==> src/rtl/game_timer.sv <==
// Delay responder and level countdown for the game state controller.
// One-shot tick delays end in a single-cycle slowClk pulse; currentTime counts seconds down to 0.
module game_timer #(
    parameter int TICK_CYCLES = 500000,
    parameter int SEC_CYCLES  = 50000000,
    parameter int LEVEL_TIME  = 90
) (
    input  logic        clk,
    input  logic        reset,
    input  logic        requestTime,
    input  logic [10:0] slowClkRequest,
    input  logic        pause,
    input  logic        timeReload,
    output logic        slowClk,
    output logic        delayBusy,
    output logic [23:0] currentTime,
    output logic        timeUp
);

    localparam int TICK_W = $clog2(TICK_CYCLES + 1);
    localparam int SEC_W  = $clog2(SEC_CYCLES + 1);
    localparam logic [TICK_W-1:0] TICK_LAST = TICK_W'(TICK_CYCLES - 1);
    localparam logic [SEC_W-1:0]  SEC_LAST  = SEC_W'(SEC_CYCLES - 1);
    localparam logic [23:0]       LEVEL_LOAD = 24'(LEVEL_TIME);

    localparam logic [1:0] IDLE  = 2'd0;
    localparam logic [1:0] DELAY = 2'd1;
    localparam logic [1:0] FIRE  = 2'd2;

    logic [1:0]        state, state_nxt;
    logic [10:0]       delay_cnt, delay_cnt_nxt;
    logic [TICK_W-1:0] tick_cnt, tick_cnt_nxt;
    logic [SEC_W-1:0]  sec_cnt, sec_cnt_nxt;
    logic [23:0]       time_nxt;

    function automatic logic [23:0] sat_dec(input logic [23:0] v);
        return (v == 24'd0) ? 24'd0 : v - 24'd1;
    endfunction

    // Delay engine next-state; a new request overrides whatever is pending.
    always_comb begin
        state_nxt     = state;
        delay_cnt_nxt = delay_cnt;
        tick_cnt_nxt  = tick_cnt;
        case (state)
            DELAY: begin
                if (tick_cnt == TICK_LAST) begin
                    tick_cnt_nxt  = '0;
                    delay_cnt_nxt = delay_cnt - 11'd1;
                    if (delay_cnt == 11'd1)
                        state_nxt = FIRE;
                end else begin
                    tick_cnt_nxt = tick_cnt + TICK_W'(1);
                end
            end
            // Holding FIRE while a pulse is still high keeps pulses one cycle apart.
            FIRE:    state_nxt = slowClk ? FIRE : IDLE;
            default: state_nxt = IDLE;
        endcase
        if (requestTime) begin
            delay_cnt_nxt = slowClkRequest;
            tick_cnt_nxt  = '0;
            state_nxt     = (slowClkRequest == 11'd0) ? FIRE : DELAY;
        end
    end

    always_comb begin
        sec_cnt_nxt = sec_cnt;
        time_nxt    = currentTime;
        if (timeReload) begin
            sec_cnt_nxt = '0;
            time_nxt    = LEVEL_LOAD;
        end else if (!pause && currentTime != 24'd0) begin
            if (sec_cnt == SEC_LAST) begin
                sec_cnt_nxt = '0;
                time_nxt    = sat_dec(currentTime);
            end else begin
                sec_cnt_nxt = sec_cnt + SEC_W'(1);
            end
        end
    end

    always_ff @(posedge clk or posedge reset) begin
        if (reset) begin
            state       <= IDLE;
            delay_cnt   <= '0;
            tick_cnt    <= '0;
            slowClk     <= 1'b0;
            delayBusy   <= 1'b0;
            sec_cnt     <= '0;
            currentTime <= LEVEL_LOAD;
            timeUp      <= 1'b0;
        end else begin
            state       <= state_nxt;
            delay_cnt   <= delay_cnt_nxt;
            tick_cnt    <= tick_cnt_nxt;
            slowClk     <= (state == FIRE) && !slowClk;
            delayBusy   <= (state_nxt == DELAY);
            sec_cnt     <= sec_cnt_nxt;
            currentTime <= time_nxt;
            timeUp      <= (time_nxt == 24'd0);
        end
    end

endmodule

==> config.mk <==
export PLATFORM = sky130hd
export DESIGN_NAME = game_timer
export DESIGN_NICKNAME = d
export VERILOG_FILES = /design/src/rtl/game_timer.sv
export SDC_FILE = /design/constraint.sdc
export NUM_CORES = 1
export LEC_CHECK = 0
export ABC_AREA = 1
export BUFFER_PORTS_ARGS = -buffer_cell sky130_fd_sc_hd__buf_2
export CAP_MARGIN = 10
export CORE_MARGIN = 5
export CORE_UTILIZATION = 49
export CTS_CLUSTER_SIZE = 30
export DETAILED_ROUTE_END_ITERATION = 8
export GPL_TIMING_DRIVEN = 0
export PLACE_DENSITY = 0.67
export SKIP_LAST_GASP = 1
export SYNTH_ARGS = -nofsm -noshare
export SYNTH_HDL_FRONTEND = slang
export SYNTH_SLANG_ARGS = --single-unit
==> constraint.sdc <==
create_clock -name clk -period 3.3 [get_ports clk]
set_clock_uncertainty 0.05 [all_clocks]
set_input_delay 0.33 -clock clk [delete_from_list [all_inputs] [get_ports clk]]
set_output_delay 0.33 -clock clk [all_outputs]
set_load 0.01 [all_outputs]
==> results of run 1 <==
## routing by layer
layer  track usage  share of wire
met1        0.2732           0.46
met2        0.3641           0.49
met3       0.02406          0.037
met4       0.07772          0.018
met5             0              0
## through the flow
step	setup TNS [ns]	instances	hold WS [ns]	util	total power (W)
after floorplan	0	741	0.3431	-	0.001244
after global placement	-29.11	919	0.4138	0.5393	0.001301
after global routing	0	937	0.1068	0.5629	0.002178
final	0	937	0.1037	0.5629	0.002071
after detailed placement	0	920	0.2449	0.5422	0.001310
after CTS	0	937	0.09408	0.5629	0.002091
## worst paths after layout
path	from	endpoint	slack [ns]	depth (start not counted)
worst max-delay path	currentTime[1]$_DFF_PP1_	sec_cnt[22]$_DFFE_PP0P_	0.83	14
worst min-delay path	timeReload	currentTime[0]$_DFF_PP0_	0.10	2
worst max register to register	currentTime[1]$_DFF_PP1_	sec_cnt[22]$_DFFE_PP0P_	0.83	14
worst min register to register	slowClk$_DFF_PP0_	slowClk$_DFF_PP0_	0.43	1
max in group asynchronous	reset	currentTime[6]$_DFF_PP1_	2.18	4
min in group asynchronous	reset	currentTime[9]$_DFF_PP0_	0.39	3
## layout by cell type (no fill, tap or decap), drive strengths merged, types with 3 or more instances in the layout
| master | Yosys | layout |
|---|---|---|
| a211oi | 5 | 5 |
| a21oi | 33 | 33 |
| a31oi | 4 | 4 |
| and3 | 4 | 4 |
| buf | 3 | 46 |
| clkbuf | 11 | 20 |
| clkinv | 2 | 3 |
| dfrtp | 81 | 81 |
| dfstp | 4 | 4 |
| ha | 8 | 8 |
| inv | 127 | 131 |
| nand2 | 157 | 157 |
| nand3 | 69 | 69 |
| nand3b | 4 | 4 |
| nand4 | 20 | 20 |
| nor2 | 107 | 107 |
| nor3 | 29 | 29 |
| nor4 | 9 | 9 |
| o21a | 5 | 5 |
| o21ai | 37 | 37 |
| or2 | 3 | 3 |
| xor2 | 7 | 7 |
## cell type report
| cell class | instances | area (sq um) | share of cell area |
|---|---|---|---|
| Buffer | 14 | 68.82 | 0.01179 |
| Clock buffer | 9 | 123.9 | 0.02122 |
| Clock inverter | 7 | 80.08 | 0.01372 |
| Inverter | 129 | 486.7 | 0.08339 |
| Multi-Input combinational cell | 513 | 2527 | 0.4330 |
| Sequential cell | 85 | 2132 | 0.3653 |
| Tap cell | 136 | 170.2 | 0.02915 |
| Timing Repair Buffer | 44 | 247.7 | 0.04244 |
## logic make-up (layout without fill, tap and decap cells)
| group | after synthesis | after routing | synth area share |
|---|---|---|---|
| simple gates | 402 | 402 | 0.3490 |
| buf+inv | 143 | 203 | 0.1061 |
| compound gates | 94 | 94 | 0.1015 |
| flops | 85 | 85 | 0.4090 |
| xor+xnor | 9 | 9 | 0.01512 |
| fa+ha+maj | 8 | 8 | 0.01920 |
## sequential cells by signal (all words and copies together) (netlist names)
register,flops
state,2
timeUp,1
tick_cnt,19
sec_cnt,26
delay_cnt,11
slowClk,1
delayBusy,1
currentTime,24
## timing repair
item | CTS | global route
setup buffers | 0 | 0
hold buffers | 1 | 0
resized for setup | 0 | 0
setup endpoints to repair | 0 | 0
endpoints found under the hold margin | 14 | 0
## report_power, final
part | switching [W] | leakage (nW) | internal [W] | total (W)
Clock | 0.000420 | 0.103 | 0.000362 | 0.000781
Sequential | 0.0000260 | 1.14 | 0.00107 | 0.00110
Combinational | 0.000130 | 1.77 | 0.0000640 | 0.000194
Total | 0.000575 | 3.01 | 0.00150 | 0.00207
==> results by group, run 1 <==
Final layout
  – Layout cells sized above 1: 0.1111
  – Layout overhead on the synthesized area: 11.98%
  – Filler instances: 1023
  – Fin area: 5837 sq um
  – Antenna Cells: 0
  – Final nets: 820

CTS
  – CTS clk-pin slew, worst paths: 0.10 ns
  – CTS buffer count: 9
  – CTS root buf: clkbuf_8
  – Max clock buf depth: 2
  – Clk sinks: 85
  – CTS tree: done
  – H-tree Lvls: 3
  – Worst skew pair latency: 0.37 ns

Worst setup path
  – Critical path startpoint category: flip-flop
  – CP Buf/Inv Count: 2
  – Crit Path Class: flip-flop to flip-flop
  – Worst EP required: 3.50 ns
  – Worst-path cell chain: inv_1 -> ha_1 -> nand2_1 -> nor2_1 -> nand3_2 -> nand2_4 -> nand2_2 -> inv_2 -> nor2_1 -> nand2_1 -> nor2_1 -> nand2_1 -> o21ai_0 -> a21oi_1
  – CP max stage delay: ~0.56 ns
  – Cell family with most CP delay: simple AND/OR/NAND/NOR gates
  – Worst Setup End Kind: flip-flop
  – Crit-path slowest cell: dfstp_2
  – CP max FO: 7
  – CP arrival: ~2.7 ns

Placement
  – Routability Congestion: 0.8909
  – Post-Place Setup Slack: between 0.8 and 0.9 ns
  – Placement Cell Area: 5623 sq um
  – Detailed Place HPWL: roughly 9400 um
  – Number of port buffers: 42

GRT
  – Vias in the first global route: 4945
  – Total track usage: 0.2111
  – Initial antenna violation count: 0
  – Global-route wire length before repair: 22470 um
  – Total gr overflow: 0
  – Largest net degree at the start of global routing: 69

Floorplanning
  – Die Footprint: 12800 sq um
  – Die width: approximately 110 um
  – Initial core utilization: 0.5027
  – Num rows: 37
  – DIE HEIGHT: 113.1 um
  – Core Footprint: 10370 sq um
  – I/O pin cnt: 43

Pwr
  – Pwr/cell area: approximately 350 nW/um^2
  – P_leak: 3.013 nW
  – Maximum VDD drop: 0.0001757 V

Synth
  – Commonest cells in the synthesized netlist: 154 x nand2_1, 125 x inv_1, 100 x nor2_1, 81 x dfrtp_1, 67 x nand3_1
  – Synth cell types: 43
  – Number of synthesized register bits: between 80 and 90
  – Post-synth top area share: 0.3889
  – Syn Area/Cell: approximately 7 sq um
  – YS warnings: 0
  – Synthesized net count: 765
  – Leading post-synthesis cells by cell area: dfrtp_1 39%, nand2_1 11%, inv_1 9.0%
  – Proportion of synthesized chip area in sequential cells: 0.4090
  – Main synth FF type: dfrtp_1
  – Number of synthesized flops with an enable pin: 0
  – Count leader, synth: nand2_1
  – Synth area leader: dfrtp_1
  – Synth Cell Area: 5212 sq um
  – Cells after synthesis: 741
  – Share of synthesized registers carrying an async set or reset: 1.000

Route
  – Pre-antenna DRT Iters: 5
  – 1st-iter DRT viols: ~320
  – Via count: about 5000
  – # DRC: 0
  – Drt total wl: between 10000 and 15000 um
  – Wire per inst: 13.45 um
  – ANT nets after route: 0
  – Vias/cell: 5.314

STA
  – Slew margin rel.: 0.6165
  – Unrepaired setup endpoints after global routing: false
  – Final Hold Viols: 0
  – Period minus WS final: 2.475 ns
  – Period utilization: 0.7500
  – Slack of the critical path: 0.8250 ns
  – Slew @ Worst Pin: 0.5752 ns
  – Achievable Freq: 0.4040 GHz
  – Max-slew violations: 0
  – Final Setup Violations: 0

Hold path
  – Hold Crit Class: input port to flip-flop

Job
  – Max Cap Viol: 0

Outcome
  – Status: finished clean
(Power assumes the default switching activity.)
==> inputs of run 2 (changes only) <==
- ABC_AREA: 1 -> 0
- PLACE_DENSITY: 0.67 -> 0.68
- clock period: 3.3 -> 2.5 ns (I/O delays scaled with it)
==> run 2 against run 1 <==
Critical endpoint is now timeUp$_DFF_PP0_. Global-route usage down 1.9 points. Die area down 9.1%. Hold slack worse by 0.046 ns. The run now ends with negative setup slack left. Design area down 2.0%. Sequential power up 30%. Synthesized cell count down 29%.
==> results by group, run 2 <==
Outcome
  – Status: complete, but fails checks
  – Failing checks: negative setup slack

Final layout
  – Final nets: 628
  – Layout overhead on the synthesized area: 21.80%
  – Number of flip-flops in the largest register: 26
  – Commonest non-fill, non-tap cell in the layout: nor2_1
  – Fin area: 5718 sq um
  – Most frequent cells in the layout: 79 x nor2_1, 77 x dfrtp_1, 56 x nand2_1
  – Final core occ: 0.6159
  – Layout cells sized above 1: 0.2151
  – Largest Register: sec_cnt
  – Antenna Cells: 0
  – Top Registers: sec_cnt (26), currentTime (24), tick_cnt (19)

CTS
  – CTS buffer count: 9
  – CTS root buf: clkbuf_8
  – Max clock buf depth: 2
  – H-tree Lvls: 3
  – CTS clk-pin slew, worst paths: 0.09 ns
  – Clk sinks: 85
  – CTS tree: done
  – Worst skew pair latency: 0.36 ns

GRT
  – Largest net degree at the start of global routing: 68
  – Global-route wire length before repair: 18000 um
  – Vias in the first global route: 3807
  – Initial antenna violation count: 0
  – Total track usage: 0.1926
  – Total gr overflow: 0

Hold path
  – HP Start: slowClkRequest[6]
  – Hold Crit Class: input port to flip-flop

STA
  – Max-slew violations: 0
  – Period utilization: 1.213
  – Unrepaired setup endpoints after global routing: true
  – Final Hold Viols: 0
  – Final Setup Violations: 3
  – Slack of the critical path: -0.5333 ns
  – Slew margin rel.: 0.5789
  – Period minus WS final: 3.033 ns
  – Achievable Freq: 0.3297 GHz
  – Slew @ Worst Pin: 0.6258 ns

Pwr
  – Maximum VDD drop: about 0.00040 V
  – Comb power frac: 0.069
  – P_leak: approximately 2.4 nW
  – Clk pwr share: 0.391
  – Sw power: 0.0006637 W
  – Switch share: 0.2504
  – Internal: between 0.0015 and 0.002 W
  – Part of the power in registers: 0.540
  – Pwr/cell area: ~460 nW/um^2

Route
  – 1st-iter DRT viols: 188
  – Vias/cell: 5.576
  – Pre-antenna DRT Iters: 5
  – # DRC: 0
  – Wire per inst: about 15 um
  – ANT nets after route: 0
  – Via count: between 4000 and 5000
  – Drt total wl: 11400 um

Worst setup path
  – Worst R2R Start: sec_cnt[1]$_DFFE_PP0P_
  – Worst EP required: 2.72 ns
  – CP most frequent cell: nor4_4
  – CP Buf/Inv Count: 2
  – Crit Path Class: flip-flop to flip-flop
  – CP arrival: 3.25 ns
  – Cell family with most CP delay: simple AND/OR/NAND/NOR gates
  – Crit-path slowest cell: or4_4
  – Reg2Reg Setup Slack: -0.53 ns
  – Worst-path cell chain: ha_4 -> nand2_4 -> nor4_4 -> o311ai_4 -> buf_6 -> buf_4 -> nor3_1 -> xnor2_1 -> nor2_1 -> or4_4 -> nor4_4
  – Worst Setup End Kind: flip-flop
  – CP max FO: 6
  – Critical path startpoint category: flip-flop
  – CP max stage delay: around 0.53 ns
  – Critical path startpoint: sec_cnt[1]$_DFFE_PP0P_

Floorplanning
  – Core Footprint: 9284 sq um
  – I/O pin cnt: 43
  – DIE HEIGHT: 107.9 um
  – Num rows: 35
  – Initial core utilization: 0.5057
  – Die Footprint: 11640 sq um
  – Die width: 107.9 um

Synth
  – YS warnings: 0
  – Number of synthesized flops with an enable pin: 0
  – Commonest cells in the synthesized netlist: 81 x dfrtp_1, 80 x nor2_1, 58 x nand2_1, 31 x o21ai_0, 31 x xnor2_1
  – Main synth FF type: dfrtp_1
  – Count leader, synth: dfrtp_1
  – Cells after synthesis: 529
  – Syn Area/Cell: 8.874 sq um
  – Number of synthesized register bits: 85
  – Synth Cell Area: 4695 sq um
  – Synth area leader: dfrtp_1
  – Synthesized net count: 553
  – Post-synth top area share: 0.4318
  – Proportion of synthesized chip area in sequential cells: 0.4542
  – Synth cell types: 46
  – Share of synthesized registers carrying an async set or reset: 1.000
  – Leading post-synthesis cells by cell area: dfrtp_1 43%, nor2_1 6.4%, xnor2_1 5.8%

Job
  – Max Cap Viol: 0

Placement
  – Placement Cell Area: ~5000 sq um
  – Routability Congestion: 0.8249
  – Detailed Place HPWL: 7493 um
  – Number of port buffers: 41
==> run 2: cell type report <==
class | instances | area (sq um)
fillers | 815 | 3566
multi-input cells | 408 | 2648
flip-flops and latches | 85 | 2137
repair buffers | 65 | 407.9
well taps | 129 | 161.4
clock buffers | 11 | 151.4
plain buffers | 17 | 85.08
inverters | 18 | 70.07
clock inverters | 5 | 57.56
==> run 2: power groups by stage <==
stage          logic (W)  clock network (W)  registers, W
6_report        0.000182            0.00104       0.00143
5_1_grt         0.000208            0.00111       0.00143
4_1_cts         0.000180            0.00104       0.00143
3_5_place_dp    0.000174                  0       0.00146
3_3_place_gp    0.000163                  0       0.00146
2_1_floorplan   0.000114                  0       0.00145
==> run 2: cells by family after synthesis <==
| group | Yosys count | synth area share |
|---|---|---|
| multiplexers | 2 | 0.004531 |
| flip-flops | 85 | 0.4542 |
| AND/OR/NAND/NOR | 274 | 0.2988 |
| AO/OA/AOI/OAI | 68 | 0.08662 |
| buffers and inverters | 37 | 0.03198 |
| adder cells (fa/ha/maj) | 8 | 0.02132 |
| XOR/XNOR | 55 | 0.1026 |
==> run 2: layer usage <==
layer,up-vias,track usage,part of all wire
met4,0,0.05230,0.0090
met1,2022,0.2759,0.48
li1,1994,-,-
met2,89,0.2993,0.47
met5,-,0,0
met3,10,0.03599,0.041
==> run 2: worst paths after layout <==
kind,endpoint,depth (start not counted)
worst max-delay path,timeUp$_DFF_PP0_,11
worst min-delay path,delay_cnt[6]$_DFFE_PP0P_,3
worst max register to register,timeUp$_DFF_PP0_,11
worst min register to register,slowClk$_DFF_PP0_,1
max in group asynchronous,currentTime[1]$_DFF_PP1_,4
min in group asynchronous,tick_cnt[9]$_DFFE_PP0P_,3
==> run 2: repair_timing <==
action                                 4_1_cts  5_1_grt
resized for setup                           25       29
setup endpoints to repair                   32       42
buffers inserted                            11       11
endpoints found under the hold margin       18        0
hold buffers                                 1        0
cloned                                       1        0
pin swaps                                    9       14
==> run 2: worst min-delay path: cells and delay by family <==
family,cells,cell delay (ns)
AOI/OAI and AO/OA,1,0.06
buffers and inverters,1,0.09
and+or+nand+nor,1,0.04
==> run 2: through the flow <==
| step | instances | hold slack (ns) | setup WS, ns | TNS (ns) | power, W |
|---|---|---|---|---|---|
| after floorplan | 529 | 0.3168 | -0.3058 | -0.6619 | 0.001565 |
| after global placement | 699 | 0.3881 | -1.351 | -93.49 | 0.001619 |
| after detailed placement | 700 | 0.1648 | -0.6441 | -5.732 | 0.001630 |
| after CTS | 728 | 0.05462 | -0.5036 | -1.024 | 0.002654 |
| after global routing | 738 | 0.06154 | -0.6903 | -1.672 | 0.002753 |
| final | 738 | 0.05811 | -0.5333 | -0.7073 | 0.002651 |
==> inputs of run 3 (changes only) <==
- MAX_ROUTING_LAYER: not set -> met4
==> run 3 against run 2 <==
The run still ends with negative setup slack left. Clock-buffer cell count unchanged. Design area unchanged. Combinational power about the same. Setup slack worse by 0.0059 ns. Utilization unchanged. Wire length down 0.11%. Final cell count unchanged. Highest routed layer unchanged.
==> results by group, run 3 (synthesis gave the netlist of run 2 again) <==
Final layout
  – Number of flip-flops in the largest register: 26
  – Layout cells sized above 1: 0.2151
  – Top Registers: sec_cnt (26), currentTime (24), tick_cnt (19)
  – Most frequent cells in the layout: 79 x nor2_1, 77 x dfrtp_1, 56 x nand2_1
  – Largest Register: sec_cnt
  – Commonest non-fill, non-tap cell in the layout: nor2_1
  – Final nets: 628
  – Antenna Cells: 0
  – Final instance count without filler cells: 738
  – Layout overhead on the synthesized area: 21.80%
  – Final core occ: 0.6159

Hold path
  – Hold Crit Class: input port to flip-flop

Floorplanning
  – DIE HEIGHT: 107.9 um
  – Num rows: 35
  – Initial core utilization: 0.5057
  – Die Footprint: between 10000 and 15000 sq um
  – Core Footprint: 9284 sq um
  – Die width: approximately 110 um
  – I/O pin cnt: 43

STA
  – Slew margin rel.: 0.5955
  – Max-slew violations: 0
  – Slew @ Worst Pin: between 0.6 and 0.7 ns
  – Slack of the critical path: -0.5392 ns
  – Unrepaired setup endpoints after global routing: true
  – Final Hold Viols: 0
  – Period utilization: 1.216
  – Period minus WS final: 3.039 ns
  – Final Setup Violations: 3
  – Hold slack: about 0.065 ns
  – Achievable Freq: 0.3290 GHz

Worst setup path
  – Worst Setup End Kind: flip-flop
  – CP max stage delay: roughly 0.53 ns
  – CP arrival: 3.25 ns
  – Worst-path cell chain: nor4b_4 -> and4_4 -> o311ai_4 -> buf_6 -> buf_4 -> nor3_1 -> xnor2_1 -> nor2_1 -> or4_4 -> nor4_4
  – CP Buf/Inv Count: 2
  – CP max FO: 6
  – Critical path startpoint category: flip-flop
  – Crit Path Class: flip-flop to flip-flop
  – Cell family with most CP delay: simple AND/OR/NAND/NOR gates
  – Crit-path slowest cell: or4_4
  – Worst EP required: 2.71 ns

CTS
  – CTS clk-pin slew, worst paths: 0.09 ns
  – CTS tree: done
  – CTS root buf: clkbuf_8
  – Max clock buf depth: 2
  – Clk sinks: 85
  – H-tree Lvls: 3
  – Worst skew pair latency: roughly 0.36 ns
  – CTS buffer count: 9

Pwr
  – P_leak: 2.434 nW
  – Pwr/cell area: 461.5 nW/um^2
  – Maximum VDD drop: 0.0003952 V
  – Tot Pwr: 0.002639 W

Route
  – # DRC: 0
  – Vias/cell: 5.564
  – 1st-iter DRT viols: 192
  – Drt total wl: between 10000 and 15000 um
  – ANT nets after route: 0
  – Pre-antenna DRT Iters: 5
  – Wire per inst: about 15 um
  – Via count: 4106

GRT
  – Global-route wire length before repair: 18020 um
  – Initial antenna violation count: 0
  – Total gr overflow: 0
  – Largest net degree at the start of global routing: 68
  – Vias in the first global route: 3806
  – Total track usage: 0.1979

Job
  – Max Cap Viol: 0

Placement
  – Routability Congestion: 0.8374
  – Detailed Place HPWL: approximately 7500 um
  – Number of port buffers: 41
  – Cells after DPL: 700

Outcome
  – Failing checks: negative setup slack
  – Status: complete, but fails checks
[run 3: cell counts in the layout (fill, tap and decap cells not counted)]
No cell type changed its count.
[run 3: layout make-up]
type,instances,area [sq um]
Buffer,17,85.08
Clock buffer,11,151.4
Clock inverter,5,57.56
Fill cell,815,3566
Inverter,18,70.07
Multi-Input combinational cell,408,2648
Sequential cell,85,2137
Tap cell,129,161.4
Timing Repair Buffer,65,407.9
[run 3: report_power, final]
group,internal (W),switching [W]
clock,0.000519,0.000507
sequential,0.00140,0.0000287
combinational,0.0000659,0.000117
[run 3: timing repair]
action,in CTS,in global routing
setup endpoints to repair,32,42
gates resized for setup,25,29
pin swaps,9,15
hold endpoints to repair,18,0
cloned,1,0
setup buffers,11,11
hold buffers,1,0
[run 3: path summary, 6_finish.rpt]
path / start / to / slack [ns] / depth (start not counted)
max in group asynchronous: reset / currentTime[1]$_DFF_PP1_ / 1.42 / 4
worst max register to register: sec_cnt[8]$_DFFE_PP0P_ / timeUp$_DFF_PP0_ / -0.54 / 10
min in group asynchronous: reset / tick_cnt[9]$_DFFE_PP0P_ / 0.32 / 3
worst min-delay path: slowClkRequest[4] / delay_cnt[4]$_DFFE_PP0P_ / 0.07 / 3
worst max-delay path: sec_cnt[8]$_DFFE_PP0P_ / timeUp$_DFF_PP0_ / -0.54 / 10
worst min register to register: slowClk$_DFF_PP0_ / slowClk$_DFF_PP0_ / 0.41 / 1
[run 3: per-stage QoR]
stage          cell area, sq um  worst slack [ns]  TNS (ns)
5_1_grt                    5718           -0.6903    -1.672
2_1_floorplan              4703           -0.3058   -0.6619
3_3_place_gp               5070            -1.351    -93.49
4_1_cts                    5532           -0.5036    -1.024
6_report                   5718           -0.5392   -0.7072
3_5_place_dp               5100           -0.6441    -5.732
[run 3: routing by layer]
layer  share of wire  global-route usage
met1            0.48              0.2759
met2            0.47              0.2997
met3           0.044             0.04079
met4          0.0054             0.04418
met5               0                   -
[run 3: worst min-delay path, delay by kind of cell]
| family | cells | cell delay [ns] |
|---|---|---|
| compound gates | 1 | 0.06 |
| buf+inv | 1 | 0.09 |
| simple gates | 1 | 0.04 |
